File: src/rtl/noc_pkg.sv
// Shared definitions for the NoC traffic-experiment blocks: flit type,
// header field layout, local-sink FSM states and result error bit positions.
package noc_pkg;

    typedef logic [31:0] flit_t;

    // Header flit (F0) field positions
    localparam int SRC_X_HI = 31;
    localparam int SRC_X_LO = 24;
    localparam int SRC_Y_HI = 23;
    localparam int SRC_Y_LO = 16;
    localparam int DST_X_HI = 15;
    localparam int DST_X_LO = 8;
    localparam int DST_Y_HI = 7;
    localparam int DST_Y_LO = 0;

    // Local sink parser states
    typedef enum logic [2:0] {
        HEADER  = 3'd0,
        SIZE    = 3'd1,
        TSTAMP  = 3'd2,
        PKTNUM  = 3'd3,
        PAYLOAD = 3'd4,
        RESULT  = 3'd5
    } sink_state_e;

    // Bit positions inside result_err
    localparam int ERR_DEST    = 0;
    localparam int ERR_SIZE    = 1;
    localparam int ERR_PAYLOAD = 2;

    // First value carried by a payload flit; payload flit p carries p
    localparam flit_t PAYLOAD_FIRST_VALUE = 32'd3;

    // Smallest size that still carries timestamp and packet number
    localparam flit_t MIN_VALID_SIZE = 32'd2;

    // Source coordinates of a header flit as {src_x, src_y}
    function automatic logic [15:0] header_src(input flit_t f);
        return {f[SRC_X_HI:SRC_X_LO], f[SRC_Y_HI:SRC_Y_LO]};
    endfunction

    // Destination coordinates of a header flit as {dst_x, dst_y}
    function automatic logic [15:0] header_dst(input flit_t f);
        return {f[DST_X_HI:DST_X_LO], f[DST_Y_HI:DST_Y_LO]};
    endfunction

endpackage

File: src/rtl/noc_local_sink.sv
// Packet receiver for a router Local output port. Consumes flits under the
// credit handshake, parses header/size/timestamp/packet number, checks
// destination and payload, measures latency and hands one result record per
// packet to a statistics collector.
module noc_local_sink #(
    parameter logic [7:0] POS_X      = 8'd0,
    parameter logic [7:0] POS_Y      = 8'd0,
    parameter int         FLIT_WIDTH = 32
) (
    input  logic                  clock,
    input  logic                  reset,
    input  logic                  rx,
    input  logic [FLIT_WIDTH-1:0] data_in,
    output logic                  credit_o,
    input  logic [31:0]           cycle_count,
    output logic                  result_valid,
    input  logic                  result_ready,
    output logic [15:0]           result_src,
    output logic [31:0]           result_size,
    output logic [31:0]           result_pkt_num,
    output logic [31:0]           result_latency,
    output logic [2:0]            result_err,
    output logic [31:0]           pkt_count,
    output logic [31:0]           err_count
);

    import noc_pkg::*;

    sink_state_e state;
    sink_state_e state_next;

    flit_t       flit;
    logic        accept;
    logic        last_flit;
    logic [31:0] remaining;
    logic [31:0] expect_val;
    logic        dest_err;
    logic        size_err;
    logic        payload_err;

    assign flit      = data_in;
    assign credit_o  = !reset && (state != RESULT);
    assign accept    = rx && credit_o;
    // remaining counts flits still owed after the size flit
    assign last_flit = (remaining == 32'd1);

    assign result_valid = (state == RESULT);
    always_comb begin
        result_err              = 3'b000;
        result_err[ERR_DEST]    = dest_err;
        result_err[ERR_SIZE]    = size_err;
        result_err[ERR_PAYLOAD] = payload_err;
    end

    // State register; reset abandons any partial packet
    always_ff @(posedge clock) begin
        if (reset) begin
            state <= HEADER;
        end else begin
            state <= state_next;
        end
    end

    // Next-state decode: advance one field per accepted flit
    always_comb begin
        state_next = state;
        case (state)
            HEADER: begin
                if (accept) state_next = SIZE;
            end
            SIZE: begin
                if (accept) state_next = (flit == 32'd0) ? RESULT : TSTAMP;
            end
            TSTAMP: begin
                if (accept) state_next = last_flit ? RESULT : PKTNUM;
            end
            PKTNUM: begin
                if (accept) state_next = last_flit ? RESULT : PAYLOAD;
            end
            PAYLOAD: begin
                if (accept && last_flit) state_next = RESULT;
            end
            RESULT: begin
                if (result_ready) state_next = HEADER;
            end
            default: state_next = HEADER;
        endcase
    end

    // Field capture, payload checking and completion counters
    always_ff @(posedge clock) begin
        if (reset) begin
            result_src     <= '0;
            result_size    <= '0;
            result_pkt_num <= '0;
            result_latency <= '0;
            dest_err       <= 1'b0;
            size_err       <= 1'b0;
            payload_err    <= 1'b0;
            remaining      <= '0;
            expect_val     <= '0;
            pkt_count      <= '0;
            err_count      <= '0;
        end else begin
            case (state)
                HEADER: begin
                    if (accept) begin
                        // Fields a short packet never reaches read back as zero
                        result_src     <= header_src(flit);
                        dest_err       <= (header_dst(flit) != {POS_X, POS_Y});
                        result_size    <= '0;
                        result_pkt_num <= '0;
                        result_latency <= '0;
                        size_err       <= 1'b0;
                        payload_err    <= 1'b0;
                    end
                end
                SIZE: begin
                    if (accept) begin
                        result_size <= flit;
                        size_err    <= (flit < MIN_VALID_SIZE);
                        remaining   <= flit;
                    end
                end
                TSTAMP: begin
                    if (accept) begin
                        // Modular difference: counter wrap gives the true latency
                        result_latency <= cycle_count - flit;
                        remaining      <= remaining - 32'd1;
                    end
                end
                PKTNUM: begin
                    if (accept) begin
                        result_pkt_num <= flit;
                        remaining      <= remaining - 32'd1;
                        expect_val     <= PAYLOAD_FIRST_VALUE;
                    end
                end
                PAYLOAD: begin
                    if (accept) begin
                        if (flit != expect_val) payload_err <= 1'b1;
                        expect_val <= expect_val + 32'd1;
                        remaining  <= remaining - 32'd1;
                    end
                end
                RESULT: begin
                    if (result_ready) begin
                        pkt_count <= pkt_count + 32'd1;
                        if (result_err != 3'b000) err_count <= err_count + 32'd1;
                    end
                end
                default: begin
                    remaining <= '0;
                end
            endcase
        end
    end

endmodule

File: config.mk
export PLATFORM = sky130hd
export DESIGN_NAME = noc_local_sink
export DESIGN_NICKNAME = d
export VERILOG_FILES = /design/src/rtl/noc_pkg.sv /design/src/rtl/noc_local_sink.sv
export SDC_FILE = /design/constraint.sdc
export NUM_CORES = 1
export LEC_CHECK = 0
export ABC_AREA = 1
export CORE_ASPECT_RATIO = 2
export CORE_MARGIN = 2
export CORE_UTILIZATION = 49
export CTS_CLUSTER_DIAMETER = 30
export DETAILED_ROUTE_END_ITERATION = 6
export GPL_TIMING_DRIVEN = 0
export PLACE_DENSITY = 0.8
export SETUP_SLACK_MARGIN = 0.05
export SLEW_MARGIN = 20
export SYNTH_ARGS = -nofsm -noshare
export SYNTH_HDL_FRONTEND = slang
export SYNTH_SLANG_ARGS = --single-unit
File: constraint.sdc
create_clock -name clock -period 1.7 [get_ports clock]
set_input_delay 0.255 -clock clock [delete_from_list [all_inputs] [get_ports clock]]
set_output_delay 0.255 -clock clock [all_outputs]
set_load 0.01 [all_outputs]
---- Word level (Yosys, flattened, before mapping) ----
Cells that the tools add are included.
storage, ports and cells
  bits of input ports ..................... 68
  logic and storage cells ................. 88
  bits in registers ....................... 246
  output and inout port bits .............. 181
operators by class
  $add $sub $neg .......................... 5
  eq/ne operators ......................... 17
  bitwise logic cells ..................... 1
  $lt $le $gt $ge ......................... 1
  muxes and demuxes ....................... 27
  reduce and logical (&&, ||, !) cells .... 25
operators by type and width
  kind                                                   count
  case mux 32 bit (2 select lines)                       4
  2-to-1 mux 32 bit                                      6
  adder 32 x 1 -> 32 bit, second input constant          3
  case mux 32 bit (3 select lines)                       1
  equality test 32 x 1 -> 1 bit, second input constant   1
  zero test 32 bit                                       1
  < comparator 32 x 2 -> 1 bit, second input constant    1
  inequality test 32 bit                                 1
  subtractor 32 x 1 -> 32 bit, second input constant     1
  subtractor 32 bit                                      1
  2-to-1 mux 3 bit                                       8
  case mux 3 bit (6 select lines)                        1
  AND reduction 3 bit                                    6
  nonzero test 16 bit                                    1
  inequality test 2 bit, second input constant           7
  nonzero test 2 bit                                     5
  equality test 3 x 2 -> 1 bit, second input constant    2
  equality test 3 bit, second input constant             2
  AND reduction 6 bit                                    1
  2-to-1 mux 1 bit                                       5
  inequality test 2 x 1 -> 1 bit, second input constant  2
  case mux 1 bit (2 select lines)                        2
  AND reduction 2 bit                                    2
  AND reduction 4 bit                                    1
  other kinds (9)                                        11

---- Longest topological paths before layout ----
  word-level depth ........................ 6
  gate-level depth with buffers ........... 14
  mapped depth without buffers ............ 14

---- Worst setup path before layout ----
OpenSTA, ideal clock, no wires.
  path type ............................... register -> register
  start point ............................. reg pkt_count[0]
  end point ............................... reg pkt_count[13]
  setup time .............................. 0.119 ns
  period minus slack after synthesis ...... 1.725 ns
  cell stages (with the launch flop) ...... 10
  path slack .............................. -0.025 ns
  data arrival time ....................... 1.606 ns
  path buffers ............................ 0
  required time ........................... 1.581 ns
  cells stage by stage .................... dfxtp_1 inv_1 nor3_1 nand3_1 nor2_1 nand2_1 nor2_1 nand2_1 o21ai_0 a21oi_1
on the way
  word-level cells in the longest chain between the ends .. 1
ends and longest elaborated chain
  what                    RTL line               text
  from (decl)             noc_local_sink.sv:23   output logic [31:0] pkt_count,
  from (signal assigned)  noc_local_sink.sv:148  pkt_count <= pkt_count + 32'd1;
  adder 32 x 1 -> 32 bit  noc_local_sink.sv:148
No other way between the ends.
A chain may end at the register's enable or synchronous reset.

---- Worst setup path in the final report ----
  start point ............................. reg state[1]
  end point ............................... reg result_latency[14]
on the way
  word-level cells in the longest chain between the ends .. 5
  elaborated cells between the ends (all ways) .. 10
  classes of those cells .................. eq/ne (4); mux (1); reduce/logical (5)
ends and longest elaborated chain
  what                             RTL line               text
  from (decl)                      noc_local_sink.sv:29   sink_state_e state;
  from (signal assigned)           noc_local_sink.sv:60   state <= state_next;
  inequality test 3 bit            noc_local_sink.sv:42   assign credit_o = !reset && (state != RESULT);
  logical AND 1 bit                noc_local_sink.sv:42
  logical AND 1 bit                noc_local_sink.sv:43   assign accept = rx && credit_o;
  inequality test 2 bit (no line)  n/a
  AND reduction 3 bit (no line)    n/a
  to (signal assigned)             noc_local_sink.sv:128  result_latency <= cycle_count - flit;
  to (decl)                        noc_local_sink.sv:21   output logic [31:0] result_latency,
Several ways; a longest one is shown, not always the timed one.

==> impl_metrics.csv <==
group,metric,value,unit
final_layout,fillers,2016,
final_layout,layout-drive-gt1-share,33.2,%
placed_design,pre_cts_ws,-1190,ps
routing,vias,18926,
setup_path,cp_slowest_cell,"dfxtp_4",
final_layout,nets,2910,
floorplanning,boundaryPins,249,
sta,finalClockSkew,24.9,ps
setup_path,crit_type,"register to register",
routing,post_drt_wl_per_cell,22.3,µm
floorplanning,core_area,0.0295,mm²
flow_run,maxCapViolCount,0,
sta,period_share,115,%
final_layout,final_core_utilization,80.3,%
outcome,status,"complete, but fails checks",
routing,postRouteAntennaNets,0,
floorplanning,die-area,0.0315,mm²
routing,drt_iter0_drc,1439,
sta,setup_ws,-256,ps
yosys,synth_most_common_cell,"nand2_1",
setup_path,timing.critical_path.max_delay_family,"buffers and inverters",
power,p_per_area,745,mW/mm²
sta,holdWs,16.6,ps
final_layout,register_area,0.00504,mm²
yosys,synth.area.top_cells,"dfxtp_1 34%, nand2_1 18%, a21oi_1 8.4%",
setup_path,cp.required,2150,ps
yosys,ys_top_cells_by_count,"721 x nand2_1, 295 x inv_1, 248 x a21oi_1",
setup_path,arrival,2410,ps
setup_path,path_max_fanout,5,
sta,rsz0062_at_grt,"true",
setup_path,start_kind,"register",
yosys,yosysUniqueCellTypes,44,
clock_network,cts_tree,"built",
sta,max_freq,0.511,GHz
hold_path,hp-class,"input port to register",
outcome,violations,"DRC, setup timing",
clock_network,clk_latency,550,ps
clock_network,clock_sinks,246,
placed_design,place_area,0.0177,mm²
routing,first_pass_iters,7,
sta,setup_viol,193,
placed_design,io_buffers,248,
clock_network,clock_path_buffers,3,
placed_design,hpwl,48200,µm
floorplanning,die_h,249,µm
routing,vias_per_cell,5.92,
sta,slew_violations,0,
sta,slew_headroom,22.3,%
grt,grt_max_degree,13,
grt,grt_pass1_wl,98000,µm
floorplanning,die_x,126,µm
clock_network,hold_buffers,0,
grt,antenna_found_initial,2,
setup_path,critPathBufInv,5,
yosys,async_flop_share,0,%
sta,worst_pin_slew,1170,ps
yosys,synth_edf_count,0,
yosys,syn_area_per_cell,6.21,µm²
setup_path,endpoint_kind,"register",
sta,timing.final.crit_period,1960,ps
power,p_leak,10.8,nW
grt,grt_pass1_vias,18134,
yosys,yosysTopAreaCell,"dfxtp_1",
yosys,syn_nets,2473,
final_layout,multiInputGateArea,0.0113,mm²
yosys,ys_seq_elements,246,
sta,hold_viol,0,
routing,drc,7,
yosys,ys.flop_type,"dfxtp_1",
setup_path,cp_slowest_stage_delay,380,ps
floorplanning,start_util,49.8,%
yosys,synth_seq_area_share,33.5,%
grt,grt_remaining_overflow,0,
routing,drt-total-wl,71400,µm
placed_design,place_congestion,1.01,
yosys,syn-cell-area,0.0147,mm²
clock_network,cts_buffers,36,
clock_network,h-tree-depth,2,
yosys,synth_top_area_share,33.5,%
setup_path,crit_path_cell_trace,"inv_4 > buf_4 > buf_6 > nor2_4 > inv_2 > nor2_4 > buf_6 > a21boi_4 > o21ai_2 > a21oi_1",
yosys,synth_warnings,0,
final_layout,final_area,0.0237,mm²
final_layout,area_growth,61.2,%
floorplanning,fp-row-count,89,
clock_network,clkSlewWorstSetupHoldPaths,60,ps
power,ir_drop,0.827,mV
clock_network,cts_root_buffer,"clkbuf_16",
yosys,syn_inst,2368,
grt,grtUsageTotal,39.8,%
through the flow:
step	instances	total power [W]	TNS, ps
final	3197	0.0176	-15720
after global routing	3197	0.0181	-21600
after CTS	3141	0.0170	-4170
after detailed placement	2980	0.00853	-178020
after global placement	2980	0.00850	-166410
after floorplan	2368	0.00751	0
flip-flops by register name, summed over array words and instances, names as in the netlist:
name,count
remaining,32
expect_val,32
result_pkt_num,32
payload_err,1
size_err,1
result_src,16
pkt_count,32
dest_err,1
err_count,32
result_size,32
result_latency,32
state,3
final cells by class:
type	count	area share, %
timing repair buffer	402	16.0
buffer	67	2.54
multi-input combinational	1747	47.5
clock buffer	46	4.21
antenna	2	0.0211
sequential	246	21.3
tap	364	1.92
clock inverter	18	1.16
inverter	305	5.28
logic make-up after synthesis:
| group | after synthesis | share of synthesized area (%) |
|---|---|---|
| AND/OR/NAND/NOR | 1258 | 36.1 |
| AO/OA/AOI/OAI | 399 | 14.2 |
| flip-flops | 246 | 33.5 |
| XOR/XNOR | 53 | 3.16 |
| buffers and inverters | 375 | 9.83 |
| adder cells (fa/ha/maj) | 37 | 3.20 |
tightest hold or removal path: stages:
cell and delay, ps:
clkbuf_2 130, nand2_1 80, a21oi_1 60
cell usage in the layout, fill, tap and decap left out, drive strengths merged, types with 2 or more instances in the layout:
master,netlist,layout
clkinv,3,11
nor4,2,2
o21ai,116,116
o21bai,9,9
clkbuf,48,104
buf,22,185
clkinvlp,0,8
bufinv,0,5
nor3b,6,6
dlygate4sd2,0,194
diode,0,2
o21a,5,5
nor2,251,251
a21boi,10,10
xor2,36,36
nand3b,6,6
xnor2,17,17
nor3,73,73
o22ai,3,3
nand3,138,138
inv,302,299
nand2,724,724
dlymetal6s2s,0,8
or2,8,8
clkdlybuf4s50,0,21
ha,36,36
dfxtp,246,246
a21oi,248,248
a221oi,2,2
clkdlybuf4s15,0,3
nand4,48,48
path summary, 6_finish.rpt:
kind / start / end / slack (ps) / cells after the start
worst max register to register: state[1]$_SDFFE_PP0P_ / result_latency[14]$_SDFFE_PP0P_ / -260 / 10
worst min register to register: result_latency[23]$_SDFFE_PP0P_ / result_latency[23]$_SDFFE_PP0P_ / 460 / 2
worst min-delay path: data_in[11] / result_pkt_num[11]$_SDFFE_PP0P_ / 20 / 3
worst max-delay path: state[1]$_SDFFE_PP0P_ / result_latency[14]$_SDFFE_PP0P_ / -260 / 10
per-layer routing:
metal,part of all wire [%],up-vias,wire length (µm),global-route usage [%]
met5,0,-,0,0
met1,30,8719,21500,35.4
met3,6.7,532,4780,5.99
li1,-,8520,-,-
met2,50,1155,35900,73.2
met4,13,0,9190,38.8
where the power goes:
group	internal (W)	switching [W]
registers	0.00585	0.000107
logic	0.00141	0.00227
clock network	0.00498	0.00302
total	0.0122	0.00540
timing repair:
item | in CTS | in global routing
buffers inserted | 88 | 55
setup endpoints to repair | 420 | 231
pin swaps | 88 | 138
gates resized for setup | 824 | 586
gates cloned | 11 | 10
(Power assumes the default switching activity.)
